===== config.mk =====
export PLATFORM = sky130hd
export DESIGN_NAME = wb_regfile
export DESIGN_NICKNAME = d
export VERILOG_FILES = /design/src/rtl/wb_regfile.sv
export SDC_FILE = /design/constraint.sdc
export NUM_CORES = 2
export LEC_CHECK = 0
export CAP_MARGIN = 15
export CORE_MARGIN = 3
export CORE_UTILIZATION = 55
export DETAILED_ROUTE_END_ITERATION = 6
export PLACE_DENSITY = 0.74
export SLEW_MARGIN = 30
export SYNTH_ARGS = -nofsm -noshare
export SYNTH_HDL_FRONTEND = slang
export SYNTH_SLANG_ARGS = --single-unit

===== constraint.sdc =====
create_clock -name clk -period 3.32 [get_ports clk]
set_clock_uncertainty 0.1 [all_clocks]
set_input_delay 0.498 -clock clk [delete_from_list [all_inputs] [get_ports clk]]
set_output_delay 0.498 -clock clk [all_outputs]
set_load 0.005 [all_outputs]

===== src/rtl/wb_regfile.sv =====
// Writeback-stage register file: x1..x(2^N-1) storage, x0 hard-wired to zero,
// two asynchronous read ports with same-cycle writeback bypass, and a 64-bit
// retired-instruction counter.
module wb_regfile #(
  parameter int unsigned REG_WIDTH      = 32,
  parameter int unsigned REG_ADDR_WIDTH = 5
) (
  input  logic                      clk,
  input  logic                      reset_n,
  input  logic [REG_WIDTH-1:0]      MEM_WB_alu_out,
  input  logic [REG_WIDTH-1:0]      MEM_WB_data_out,
  input  logic [6:0]                MEM_WB_inst_opcode,
  input  logic [REG_ADDR_WIDTH-1:0] MEM_WB_rd,
  input  logic                      MEM_WB_reg_write_en,
  input  logic                      MEM_WB_reg_wb_sel,
  input  logic [REG_ADDR_WIDTH-1:0] ID_rs1,
  input  logic [REG_ADDR_WIDTH-1:0] ID_rs2,
  output logic [REG_WIDTH-1:0]      ID_rdata1,
  output logic [REG_WIDTH-1:0]      ID_rdata2,
  output logic [REG_WIDTH-1:0]      wb_data,
  output logic [REG_ADDR_WIDTH-1:0] wb_rd,
  output logic                      wb_we,
  output logic [63:0]               instret
);

  localparam int unsigned NumRegs = (1 << REG_ADDR_WIDTH) - 1;
  localparam logic [6:0]  OpBubble = 7'h00;

  // x0 has no storage; index 0 is never written and is masked on reads
  logic [REG_WIDTH-1:0] r_regs [1:NumRegs];
  logic [63:0]          r_instret;

  logic [REG_WIDTH-1:0] w_wb_data;
  logic                 w_wb_we;
  logic [REG_WIDTH-1:0] w_rdata1;
  logic [REG_WIDTH-1:0] w_rdata2;

  // Writeback source select and effective write strobe (writes to x0 suppressed)
  always_comb begin
    w_wb_data = MEM_WB_reg_wb_sel ? MEM_WB_data_out : MEM_WB_alu_out;
    w_wb_we   = MEM_WB_reg_write_en && (MEM_WB_rd != '0);
  end

  // Register storage: async clear, write of the selected writeback value
  always_ff @(posedge clk or negedge reset_n) begin
    if (!reset_n) begin
      for (int unsigned i = 1; i <= NumRegs; i++) begin
        r_regs[i] <= '0;
      end
    end else if (w_wb_we) begin
      r_regs[MEM_WB_rd] <= w_wb_data;
    end
  end

  // Retired-instruction counter; bubbles do not count, wraps silently
  always_ff @(posedge clk or negedge reset_n) begin
    if (!reset_n) begin
      r_instret <= '0;
    end else if (MEM_WB_inst_opcode != OpBubble) begin
      r_instret <= r_instret + 64'd1;
    end
  end

  // Read port A: x0 reads zero, otherwise bypass an in-flight write to the same index
  always_comb begin
    w_rdata1 = '0;
    if (ID_rs1 != '0) begin
      if (w_wb_we && (ID_rs1 == MEM_WB_rd)) begin
        w_rdata1 = w_wb_data;
      end else begin
        w_rdata1 = r_regs[ID_rs1];
      end
    end
  end

  // Read port B: same structure as port A
  always_comb begin
    w_rdata2 = '0;
    if (ID_rs2 != '0) begin
      if (w_wb_we && (ID_rs2 == MEM_WB_rd)) begin
        w_rdata2 = w_wb_data;
      end else begin
        w_rdata2 = r_regs[ID_rs2];
      end
    end
  end

  assign ID_rdata1 = w_rdata1;
  assign ID_rdata2 = w_rdata2;
  assign wb_data   = w_wb_data;
  assign wb_rd     = MEM_WB_rd;
  assign wb_we     = w_wb_we;
  assign instret   = r_instret;

endmodule


* Word-level counts from Yosys, hierarchy flattened
Index checks and enable logic that the tools add are counted.
** Storage, ports and cells
- Register bits :: 1056
- Word-level logic and storage cells :: 64
- Input port bits :: 90
** Operators by class
- Add/subtract/negate cells :: 1
- Muxes and demuxes :: 14
- Equal/unequal tests :: 2
- $lt $le $gt $ge :: 4
- Reduce and logical (&&, ||, !) cells :: 8
- Bitwise logic cells :: 3
** Operators by type and width (number)
- 992-bit bitwise mux :: 1
- 32-bit binary-select mux with 5-bit select :: 2
- 32-bit 2-to-1 mux :: 10
- 32-bit demux with 5-bit select :: 1
- 64-bit by 1-bit adder with 64-bit output, second input constant :: 1
- 6-bit >= comparator, second input constant :: 3
- 5-bit NOT with 6-bit output :: 3
- 5-bit nonzero test :: 3
- 5-bit == test :: 2
- 7-bit nonzero test :: 1
- 6-bit by 1-bit less-than comparator with 1-bit output, second input constant :: 1
- 1-bit logical AND :: 4

* Depth between registers and ports, before layout
- Depth after elaboration :: 6
- Mapped depth :: 10

* Worst setup path before layout
OpenSTA, ideal clock, no wires.
- Path kind :: input to output
- From :: input ID_rs1[1]
- To :: output ID_rdata1[10]
- Buffers on the path :: 3
- Arrival :: 2.146 ns
- Stages on the path :: 7
- Setup slack :: 0.576 ns
- Required time :: 2.722 ns
- Path through :: buf_2 > buf_2 > clkbuf_1 > mux4_2 > mux4_2 > nand3_1 > o221ai_1
** Between the ends
- Word-level cells in the longest chain between the ends :: 6
- Elaborated cells between the ends (all ways) :: 9
** RTL lines
- start: declaration :: RTL line 16 : input logic [REG_ADDR_WIDTH-1:0] ID_rs1,
- 5-bit NOT with 6-bit output (not written as such) :: RTL line 71 : w_rdata1 = r_regs[ID_rs1];
- 32-bit binary-select mux with 5-bit select :: RTL line 71
- 32-bit 2-to-1 mux (not written as such) (2 in a row) :: RTL line 71
- 32-bit 2-to-1 mux :: RTL line 68 : if (w_wb_we && (ID_rs1 == MEM_WB_rd)) begin
- 32-bit 2-to-1 mux (*) :: RTL line 67 : if (ID_rs1 != '0) begin
- end: declaration :: RTL line 18 : output logic [REG_WIDTH-1:0] ID_rdata1,
Every way passes the cells marked *; elsewhere a longest branch is shown, timed or not. The select of a mux whose other input is x is not followed.

* Final worst setup path
- From :: input ID_rs1[0]
- To :: output ID_rdata1[9]
Same word-level chain as after synthesis.

==> results.txt <==
----------------------------------------------------
[STA]
  Max-slew violation total from the final report ... 0
  Worst relative slew slack ... 32.6%
  Setup repair after global routing missed its margin ... true
  Final Hold Vio Count ... 0
  Minimum period implied by the final worst setup slack ... 3.30 ns
  Setup TNS Final ... 0 ns
  Final count of negative-setup-slack endpoints ... 0
  Highest clock frequency the design can meet ... 303 MHz
  Slew @ Worst Pin ... 1.01 ns
  Final Cycle Share ... 99.4%

[Final layout]
  Ratio of cells with drive above 1 in the final layout ... 25.4%
  Area added between synthesis and finish ... 21.0%
  Flip-flop and latch area ... 26400 um^2
  Fillers ... 6921
  Number of nets in the layout ... 5350
  Commonest cells after routing, fill and taps aside ... 1056 x sky130_fd_sc_hd__dfrtp_1, 625 x sky130_fd_sc_hd__nor2_1, 534 x sky130_fd_sc_hd__a21oi_1, 505 x sky130_fd_sc_hd__nand2_1, 480 x sky130_fd_sc_hd__o21ai_0
  Area used by multi-input combinational logic ... 26500 um^2
  Most common cell after layout, fill and taps aside ... sky130_fd_sc_hd__dfrtp_1

[Synth]
  Proportion of synthesized chip area in sequential cells ... 48.7%
  Register bit count reported by yosys ... 1056
  Number of library cell types mapped by synthesis ... 44
  Post-synthesis adder-cell area fraction ... 0.0231%
  Top FF cell, synth ... sky130_fd_sc_hd__dfrtp_1
  Post-Syn Area per Cell ... 10.9 um^2
  Share of the synthesized netlist area taken by xor and xnor gates ... 1.18%
  Combinational family with the most area after synthesis ... multiplexers
  Number of flops mapped to enable cells by yosys ... 0
  Net count of the mapped netlist ... 5072
  Cells after Synth ... 4981
  Mux contribution to synthesized area ... 21.9%
  Synth Area in Compound Gates ... 12.8%
  Share of flip-flops with an asynchronous set or reset ... 100%
  Synthesized-area fraction occupied by and/or/nand/nor cells ... 11.1%
  Post-synthesis cell area ... 54300 um^2
  Yosys warns ... 0

[Setup path]
  Type of destination of the critical path ... output pin
  Reg2reg path depth ... 5
  Critical Path, Cell by Cell ... buf_16 -> buf_4 -> buf_4 -> mux4_2 -> mux4_2 -> nand3_1 -> o221ai_1 -> dlygate4sd2_1
  Slowest CP cell ... sky130_fd_sc_hd__mux4_2
  Number of cells on the critical path ... 8
  Worst path arrival time ... 2.70 ns
  Worst path top cell family by delay ... multiplexers
  Path type of the worst setup path ... in -> out
  Number of buffer and inverter instances along the worst setup path ... 4
  Delay of the slowest cell on the worst path ... 0.52 ns
  Category of the worst setup path launch point ... input pin
  Internal reg-to-reg setup slack ... 0.93 ns
  CP max FO ... 10
  Req. time, crit path ... 2.72 ns

[Route]
  Wire length per cell ... 27.5 um
  Final antenna-violating net count ... 0
  Final wirelength ... 183000 um
  DRC violation total after the first TritonRoute iteration ... 6029
  DRT Pass-1 Iters ... 6
  Total number of vias ... 45500
  Via density per instance ... 6.86
  DRC ... 0

[Pwr]
  Leakage power total ... 27.8 nW
  Power density over the cells ... 614 nW/um^2
  Total power draw ... 40.3 mW
  Worst IR Drop VDD ... 475 uV

[GRT]
  First-pass GRT wire length ... 278000 um
  Overflow after GRT ... 0
  Vias in the first global route ... 46000
  Overall Global Routing Usage ... 35.6%
  Initial antenna violation count ... 4
  Maximum number of pins on one net before global-route repair ... 103

[Clocking]
  Number of levels in the clock H-tree ... 3
  CTS clk-pin slew, worst paths ... 0.06 ns
  Cell at the root of the clock tree ... sky130_fd_sc_hd__clkbuf_16
  Number of buffers created by CTS ... 111
  CTS tree ... built
  Worst-skew pair later-pin latency ... 0.69 ns
  Maximum clock insertion buffer count ... 3
  Number of clock sinks seen by CTS ... 1056

[Placed design]
  Dpl hpwl ... 114000 um
  GP Congestion ... 0.885
  Buffers on Ports ... 255

[Worst hold path]
  Worst hold path class ... in -> async

[Job]
  Max_cap viols ... 0

[Floorplan]
  Area of the die ... 102000 um^2
  I/O pins ... 256
  Core area ... 97300 um^2
  Height of the die ... 320 um
  Floorplan row count ... 114
  Effective utilization at floorplan ... 55.8%
  Die W ... 320 um

[Outcome]
  Outcome ... finished, final reports clean

----------------------------------------------------
-- flip-flops by register name, summed over array words and instances (netlist names) --
register  flops
r_regs      992
instret      64
-- report_power, final --
| part | switching [mW] | leakage (nW) | total (mW) | internal, mW |
|---|---|---|---|---|
| clock | 5.34 | 1.90 | 13.2 | 7.83 |
| combinational | 4.35 | 12.7 | 9.30 | 4.95 |
| sequential | 2.23 | 13.2 | 17.8 | 15.6 |
| total | 11.9 | 27.8 | 40.3 | 28.4 |
-- worst paths after layout --
| check | from | endpoint |
|---|---|---|
| min in group clk | instret[63]$_DFFE_PN0P_ | instret[63]$_DFFE_PN0P_ |
| worst min-delay path | reset_n | r_regs[89]$_DFFE_PN0P_ |
| max in group asynchronous | reset_n | r_regs[114]$_DFFE_PN0P_ |
| worst max register to register | instret[8]$_DFFE_PN0P_ | instret[32]$_DFFE_PN0P_ |
| worst max-delay path | ID_rs1[0] | ID_rdata1[9] |
| worst min register to register | instret[63]$_DFFE_PN0P_ | instret[63]$_DFFE_PN0P_ |
-- kinds of logic after synthesis --
family	count (synthesis)
AND/OR/NAND/NOR	1446
AO/OA/AOI/OAI	1251
flip-flops	1056
multiplexers	610
buffers and inverters	544
XOR/XNOR	73
adder cells (fa/ha/maj)	1
-- layout make-up --
class	instances	share of cell area (%)
multi-input cells	3381	40.3
flip-flops and latches	1056	40.2
repair buffers	670	10.9
clock inverters	47	0.913
clock buffers	159	4.97
inverters	39	0.223
well taps	1276	2.43
diodes	2	0.00762
-- metrics by stage --
step | hold WS [ns] | cells | area (um^2) | util, % | setup slack [ns]
floorplan | 0.102 | 4981 | 54300 | - | 0.576
global placement | 0.373 | 6391 | 61000 | 62.8 | -0.499
detailed placement | 0.381 | 6391 | 61000 | 62.8 | -0.488
CTS | 0.269 | 6617 | 65500 | 67.3 | -0.0528
global route | 0.279 | 6628 | 65700 | 67.5 | -0.0167
finish | 0.280 | 6630 | 65700 | 67.5 | 0.0195
-- cell usage after synthesis (20+ instances only) --
cell                       instances  area share (%)
sky130_fd_sc_hd__a21oi_1         544             5.0
sky130_fd_sc_hd__a221oi_1         64             1.0
sky130_fd_sc_hd__buf_1            20            0.14
sky130_fd_sc_hd__buf_2           108             1.0
sky130_fd_sc_hd__clkbuf_1        354             2.4
sky130_fd_sc_hd__dfrtp_1        1056              49
sky130_fd_sc_hd__inv_1            39            0.27
sky130_fd_sc_hd__mux2_2          128             2.7
sky130_fd_sc_hd__mux2i_1          33            0.61
sky130_fd_sc_hd__mux4_2          449              19
sky130_fd_sc_hd__nand2_1         524             3.6
sky130_fd_sc_hd__nand3_1          62            0.57
sky130_fd_sc_hd__nand4_1          21            0.24
sky130_fd_sc_hd__nor2_1          638             4.4
sky130_fd_sc_hd__nor3_1           73            0.67
sky130_fd_sc_hd__nor4_1           43            0.50
sky130_fd_sc_hd__o21ai_0         480             4.4
sky130_fd_sc_hd__o221ai_1         51            0.82
sky130_fd_sc_hd__o22ai_1          95             1.1
sky130_fd_sc_hd__or3_1            32            0.37
sky130_fd_sc_hd__xnor2_1          49            0.79
sky130_fd_sc_hd__xor2_1           24            0.39
-- repair_timing --
item,in CTS,in global routing
hold buffers,1,0
buffers inserted,17,10
cloned,2,1
resized for setup,149,25
endpoints found under the hold margin,25,0
pin swaps,12,5
endpoints found under the setup margin,64,29
-- routing by layer --
metal | vias up | part of all wire (%) | track usage [%]
met1 | 22700 | 36 | 46.3
met4 | 2 | 6.4 | 19.9
met3 | 778 | 11 | 8.71
li1 | 18700 | - | -
met5 | - | 0.0071 | 0
met2 | 3279 | 46 | 55.3
Note: power is estimated with default switching activity, not from simulation.
